### config.mk
export PLATFORM = sky130hd
export DESIGN_NAME = tdm_demux_1_to_4
export DESIGN_NICKNAME = d
export VERILOG_FILES = /design/src/rtl/tdm_pkg.sv /design/src/rtl/tdm_demux_1_to_4_slot_decoder.sv /design/src/rtl/tdm_demux_1_to_4.sv
export SDC_FILE = /design/constraint.sdc
export NUM_CORES = 1
export LEC_CHECK = 0
export BUFFER_PORTS_ARGS = -buffer_cell sky130_fd_sc_hd__clkbuf_2
export CAP_MARGIN = 20
export CORE_MARGIN = 8
export CORE_UTILIZATION = 45
export DETAILED_ROUTE_END_ITERATION = 16
export PLACE_DENSITY_LB_ADDON = 0.12
export SYNTH_ARGS = -nofsm -noshare
export SYNTH_HDL_FRONTEND = slang
export SYNTH_SLANG_ARGS = --single-unit
export TNS_END_PERCENT = 10
### constraint.sdc
create_clock -name clk -period 1.8 [get_ports clk]
set_input_delay 0.36 -clock clk [delete_from_list [all_inputs] [get_ports clk]]
set_output_delay 0.36 -clock clk [all_outputs]
set_load 0.005 [all_outputs]
### src/rtl/tdm_pkg.sv
// tdm_pkg: shared constants and state type for the 1-to-4 TDM demultiplexer.
//   NUM_CH - number of channels (slots per frame)
//   SLOT_W - width of the slot counter
//   state_t - framing state machine states
package tdm_pkg;
    localparam int NUM_CH = 4;
    localparam int SLOT_W = 2;
    typedef enum logic {HUNT, LOCKED} state_t;
endpackage

### src/rtl/tdm_demux_1_to_4_slot_decoder.sv
// slot_decoder: 2-to-4 one-hot decoder with enable.
//   en     in  - when low the output is all zeros
//   sel    in  - slot index to decode
//   onehot out - one-hot slot select, drives strobes and hold-register write enables
module slot_decoder
    import tdm_pkg::*;
(
    input  logic              en,
    input  logic [SLOT_W-1:0] sel,
    output logic [NUM_CH-1:0] onehot
);
    always_comb onehot = en ? NUM_CH'(1) << sel : '0;
endmodule

### src/rtl/tdm_demux_1_to_4.sv
// tdm_demux_1_to_4: receive-side TDM demux, one serial word stream onto four channels.
//   clk, rst_n       in  - clock, asynchronous active-low reset
//   in_valid         in  - accept in_data/in_sof this cycle
//   in_sof           in  - accepted word is slot 0 of a frame
//   in_data          in  - slot word
//   ch_data          out - per-channel hold registers, channel n at [n*WIDTH +: WIDTH]
//   ch_strobe        out - one-hot pulse for the channel written this cycle
//   frame_data       out - snapshot of the last complete frame
//   frame_valid      out - pulse when frame_data updates
//   locked           out - framing state machine is LOCKED
//   sync_err         out - pulse on in_sof outside slot 0 while LOCKED
module tdm_demux_1_to_4
    import tdm_pkg::*;
#(
    parameter int WIDTH = 1
) (
    input  logic                    clk,
    input  logic                    rst_n,
    input  logic                    in_valid,
    input  logic                    in_sof,
    input  logic [WIDTH-1:0]        in_data,
    output logic [NUM_CH*WIDTH-1:0] ch_data,
    output logic [NUM_CH-1:0]       ch_strobe,
    output logic [NUM_CH*WIDTH-1:0] frame_data,
    output logic                    frame_valid,
    output logic                    locked,
    output logic                    sync_err
);
    state_t            state;
    logic [SLOT_W-1:0] slot;
    logic              complete;
    logic              take;
    logic              err;
    logic              last;
    logic [SLOT_W-1:0] wr_slot;
    logic [NUM_CH-1:0] wr_en;

    // In HUNT only an in_sof word is taken; in LOCKED every valid word is.
    // An in_sof word always lands in slot 0, which also resynchronises after an error.
    assign take    = in_valid && (state == LOCKED || in_sof);
    assign wr_slot = in_sof ? '0 : slot;
    assign err     = in_valid && in_sof && state == LOCKED && slot != '0;
    assign last    = take && wr_slot == SLOT_W'(NUM_CH - 1) && complete;
    assign locked  = state == LOCKED;

    slot_decoder u_dec (
        .en     (take),
        .sel    (wr_slot),
        .onehot (wr_en)
    );

    always_ff @(posedge clk or negedge rst_n) begin
        if (!rst_n) begin
            state       <= HUNT;
            slot        <= '0;
            complete    <= 1'b0;
            ch_data     <= '0;
            ch_strobe   <= '0;
            frame_data  <= '0;
            frame_valid <= 1'b0;
            sync_err    <= 1'b0;
        end else begin
            ch_strobe   <= wr_en;
            sync_err    <= err;
            frame_valid <= last;
            for (int n = 0; n < NUM_CH; n++)
                if (wr_en[n]) ch_data[n*WIDTH +: WIDTH] <= in_data;
            if (last) frame_data <= {in_data, ch_data[(NUM_CH-1)*WIDTH-1:0]};
            if (take) begin
                state <= LOCKED;
                slot  <= wr_slot + 1'b1;
                // Armed by a slot-0 write, consumed by the slot-3 write that completes the frame.
                complete <= wr_slot == '0 ? 1'b1 : wr_slot == SLOT_W'(NUM_CH - 1) ? 1'b0 : complete;
            end
        end
    end
endmodule

# --- After elaboration in Yosys (flattened, before gate mapping) ---
# Cells that the tools add are included.
word_totals:
  elab_cells: 29
  register_bits: 18
  inputBits: 5
  memories: 0
  out_inout_bits: 15
  latch_bits: 0
  ramBits: 0
  mem_bits_ro: 0
op_classes:
  n_mux: 4
  div: 0
  bitwise_logic: 0
  add_sub_neg: 1
  order_cmp: 0
  reduce_logical: 11
  shift: 1
  n_eq_ne: 1
  n_mul: 0
op_table:
  columns: ["op", "n"]
  rows:
  - ["$logic_and A1 B1 Y1", 6]
  - ["$mux W4", 1]
  - ["$reduce_bool A2 Y1", 2]
  - ["$shl A1 B2 Y4 const A", 1]
  - ["$add A2 B1 Y2 const B", 1]
  - ["$eq A2 B2 Y1 const B", 1]
  - ["$logic_not A2 Y1", 1]
  - ["$mux W1", 2]
  - ["$mux W2", 1]
  - ["$reduce_and A2 Y1", 1]
  - ["$logic_or A1 B1 Y1", 1]

# --- Longest topological paths before layout ---
logic_depth:
  ltp_word: 4
  ltp_mapped: 5
  ltp_nobuf: 5

# --- Cells and area by module ---
# Synthesis repeated with hierarchy kept, for this count alone.
unflattened:
  cells_unflattened: 47
  area_unflattened_um2: 755.7
by_module_without_submodules:
  columns: ["mod", "cells_each", "n_inst", "seq_area_each_um2", "area_per_inst_um2"]
  rows:
  - ["tdm_demux_1_to_4", 43, 1, 450.4, 718.2]
  - ["slot_decoder", 4, 1, 0.0, 37.5]

# --- Least setup slack after synthesis ---
# Ideal clock, no wire load.
synth_timing:
  path_type: "reg-to-reg"
  start: "reg slot[0]"
  end: "reg complete"
  t_required_ns: 1.675
  setup_slack_ns: 0.429
  t_arrival_ns: 1.247
  synth_period_minus_slack_ns: 1.371
  setup_ns: 0.125
  path_buffers: 0
  stages_incl_launch_ff: 5
  cell_sequence: "dfrtp_1 -> and2b_1 -> ha_1 -> nand2_1 -> mux2_2"
synth_between:
  elab_chain_cells: 4
  word_cells_on_any_way: 6
  cone_classes: "1 x eq/ne; 2 x mux; 3 x reduce/logical"
synth_rtl:
  columns: ["element", "line", "rtl"]
  rows:
  - ["from (decl)", "tdm_demux_1_to_4.sv:30", "logic [SLOT_W-1:0] slot;"]
  - ["from (signal assigned)", "tdm_demux_1_to_4.sv:71", "slot <= wr_slot + 1'b1;"]
  - ["$mux W2 *", "tdm_demux_1_to_4.sv:41", "assign wr_slot = in_sof ? '0 : slot;"]
  - ["$eq A2 B2 Y1 or $logic_not A2 Y1 (tied branches)", "tdm_demux_1_to_4.sv:73", "complete <= wr_slot == '0 ? 1'b1 : wr_slot == SLOT_W'(NUM_CH - 1) ? 1'b0 : complete;"]
  - ["$reduce_bool A2 Y1 (no source line)", null, null]
  - ["$reduce_and A2 Y1 (no source line)", null, null]
  - ["to (signal assigned)", "tdm_demux_1_to_4.sv:73", null]
  - ["to (decl)", "tdm_demux_1_to_4.sv:31", "logic complete;"]
# Every way passes the cells marked *; elsewhere a longest branch is shown, timed or not.
# A chain may end at the register's enable or synchronous reset.

# --- Worst setup path after layout ---
layout_timing:
  start: "reg slot[0]"
  end: "reg ch_data[0]"
layout_between:
  elab_chain_cells: 3
layout_rtl:
  columns: ["element", "line", "rtl"]
  rows:
  - ["$mux W2", "tdm_demux_1_to_4.sv:41", null]
  - ["$shl A1 B2 Y4", "tdm_demux_1_to_4_slot_decoder.sv:12", "always_comb onehot = en ? NUM_CH'(1) << sel : '0;"]
  - ["$mux W4", "tdm_demux_1_to_4_slot_decoder.sv:12", null]
  - ["via u_dec.onehot[0]", "tdm_demux_1_to_4_slot_decoder.sv:10", "output logic [NUM_CH-1:0] onehot"]
  - ["to (signal, indexed assignment)", "tdm_demux_1_to_4.sv:67", "if (wr_en[n]) ch_data[n*WIDTH +: WIDTH] <= in_data;"]
  - ["to (decl)", "tdm_demux_1_to_4.sv:22", "output logic [NUM_CH*WIDTH-1:0] ch_data,"]
# The timed path passes the listed nets, and every way through them passes these cells.

==> impl_metrics.yaml <==
cts:
  cts.path.max_buffers: 2
  worstSkewPairLatency_ns: 0.29
  numCtsBuffers: 3
  cts_num_sinks: 18
  cts_tree: "done"
  cts-root-buf: "clkbuf_4"
  clk_pin_slew_ns: 0.10
  htreeDepth: 1
  post_cts_buffers: 0
yosys:
  synth_top_family_by_area: "multiplexers"
  netlist_instances: 49
  yosysTopAreaCellShare_pct: 59.2
  yosys.area_share.simple_pct: 9.87
  synth_top_area_cell: "dfrtp_1"
  synthXorXnorAreaFrac_pct: 0
  ys_seq_elements: 18
  syn_nets: 58
  synth.area.top_cells: "dfrtp_1 59%, mux2_4 7.9%, mux2_2 7.4%"
  avgSynthCellArea_um2: 15.5
  yosysUniqueCellTypes: 16
  mappedNetlistArea_um2: 761
  synthAdderAreaFrac_pct: 6.58
  synth_compound_area_share_pct: 7.57
  yosysWarnings: 0
  synthMuxAreaShare_pct: 15.3
  yosysSeqAreaShare_pct: 59.2
timing:
  setup_violations: 0
  fin_skew_ns: 0.00473
  finalHoldViolations: 0
  fin_crit_sh_pct: 80.7
  min_period_ns: 1.45
  worstMarginPinSlew_ns: 0.426
  rsz0062_at_grt: "false"
  drv_slew: 0
  max_freq_ghz: 0.689
  relSlewSlack_pct: 71.6
  tns_ns: 0
cells_and_area:
  layout_common_cells: "19 x clkbuf_2, 18 x dfrtp_1, 5 x mux2_2"
  stdcell_count: 90
  antennaDiodeCount: 0
  syn_to_final_growth_pct: 21.4
  drive_above_1_share_pct: 52.1
  fill_cells: 159
  final_nets: 83
  final_common_cell: "clkbuf_2"
  final_cell_area_um2: 923
placed_design:
  portBuffers: 19
  dp_hpwl_um: 1030
  gp_congestion: 0.654
  dp_cells: 85
  place_area_um2: 877
global_routing:
  grt_pass1_vias: 489
  track_usage_pct: 9.31
  grt_max_degree: 19
  antenna_found_initial: 0
  grt_pass1_wl_um: 2350
  grt_overflow: 0
floorplanning:
  die_h_um: 57.1
  core_area_um2: 1650
  initial_utilization_pct: 46.1
  dieArea_um2: 3260
  rows: 15
  die_w_um: 57.1
  ioPinCount: 20
pwr:
  p_clk_share_pct: 22.2
  netSwitchingFraction_pct: 26.8
  leakage_uw: 0.000480
  combPwrFrac_pct: 25.4
  powerDensity_nw_per_um2: 1190
  switching_power_uw: 294
  irDropWorstVdd_uv: 594
  pwr-share-seq_pct: 52.3
  power.internal_uw: 804
worst_setup_path:
  cp-start-kind: "flip-flop"
  cp.arrival_ns: 1.63
  crit_required_ns: 1.98
  crit_path_end_kind: "flip-flop"
  path_max_fanout: 5
  path_class: "reg2reg"
detailed_routing:
  via_per_inst: 5.07
  dr.first_iter.drc_count: 2
  drc_errors: 0
  via_count: 456
  wl_um: 1320
  dr.pass1.iters: 2
  wl_per_cell_um: 14.7
  antenna_left: 0
run_status:
  status: "completed"
job:
  cap_violations: 0
min_path:
  hp-class: "in2reg"
-- what timing repair did --
item | 4_1_cts | 5_1_grt
gates resized for setup | 0 | 0
hold buffers | 1 | 0
endpoints found under the hold margin | 18 | 0
-- sequential cells by signal (all words and copies together), names as in the netlist --
| name | flops |
|---|---|
| ch_data | 4 |
| ch_strobe | 4 |
| frame_data | 4 |
| slot | 2 |
| complete | 1 |
| frame_valid | 1 |
| locked | 1 |
| sync_err | 1 |
-- layer usage --
metal / track usage (%) / wire length, µm / part of all wire [%]
met1: 9.18 / 523 / 40
met2: 15.7 / 668 / 51
met3: 4.43 / 103 / 7.8
met4: 5.03 / 25 / 1.9
met5: 0 / 0 / 0
-- final cells by class --
cell class | count | area, µm² | share of cell area (%)
Sequential cell | 18 | 450 | 48.8
Multi-Input combinational cell | 28 | 299 | 32.4
Timing Repair Buffer | 20 | 105 | 11.4
Clock buffer | 4 | 36.3 | 3.93
Tap cell | 17 | 21.3 | 2.30
Inverter | 3 | 11.3 | 1.22
-- metrics by stage --
stage | util, % | setup slack [ns] | hold slack [ns] | power [µW]
2_1_floorplan | - | 0.429 | 0.0644 | 729
3_3_place_gp | 53.1 | 0.231 | 0.318 | 858
3_5_place_dp | 53.1 | 0.225 | 0.317 | 873
4_1_cts | 55.9 | 0.329 | 0.336 | 1120
5_1_grt | 55.9 | 0.266 | 0.341 | 1180
6_report | 55.9 | 0.348 | 0.344 | 1100
-- worst paths after layout --
path	start	to	slack [ns]	cells past startpoint
worst max-delay path	slot[0]	ch_data[0]	0.35	5
worst min-delay path	in_valid	locked	0.34	2
worst max register to register	slot[0]	ch_data[0]	0.35	5
worst min register to register	frame_data[0]	frame_data[0]	0.52	1
max in group asynchronous	rst_n	ch_data[0]	0.97	2
min in group asynchronous	rst_n	ch_data[3]	0.54	2
-- worst max-delay path, stage by stage (launching register included) --
cell	delay [ns]
dfrtp_1	0.43
and2b_1	0.21
inv_1	0.09
ha_1	0.18
and2_4	0.15
mux2_4	0.29
-- Yosys cell counts (all sizes together) --
| cell type | number |
|---|---|
| nand3 | 2 |
| nand2b | 1 |
| and2b | 1 |
| o22a | 1 |
| o2111a | 1 |
| nand2 | 1 |
| o21a | 3 |
| and2 | 4 |
| inv | 3 |
| ha | 4 |
| a21o | 1 |
| dfrtp | 18 |
| mux2 | 9 |
-- kinds of logic (layout without fill, tap and decap cells) --
family | Yosys count | after routing
buffers and inverters | 3 | 27
flip-flops | 18 | 18
adder cells (fa/ha/maj) | 4 | 4
AO/OA/AOI/OAI | 6 | 6
multiplexers | 9 | 9
AND/OR/NAND/NOR | 9 | 9
-- power by group through the flow --
stage / clock network, µW / registers, µW / logic (µW)
floorplan: 0 / 580 / 149
global placement: 0 / 579 / 279
detailed placement: 0 / 586 / 286
CTS: 255 / 577 / 290
global route: 270 / 591 / 317
finish: 244 / 575 / 279
Note: power is estimated with default switching activity, not from simulation.
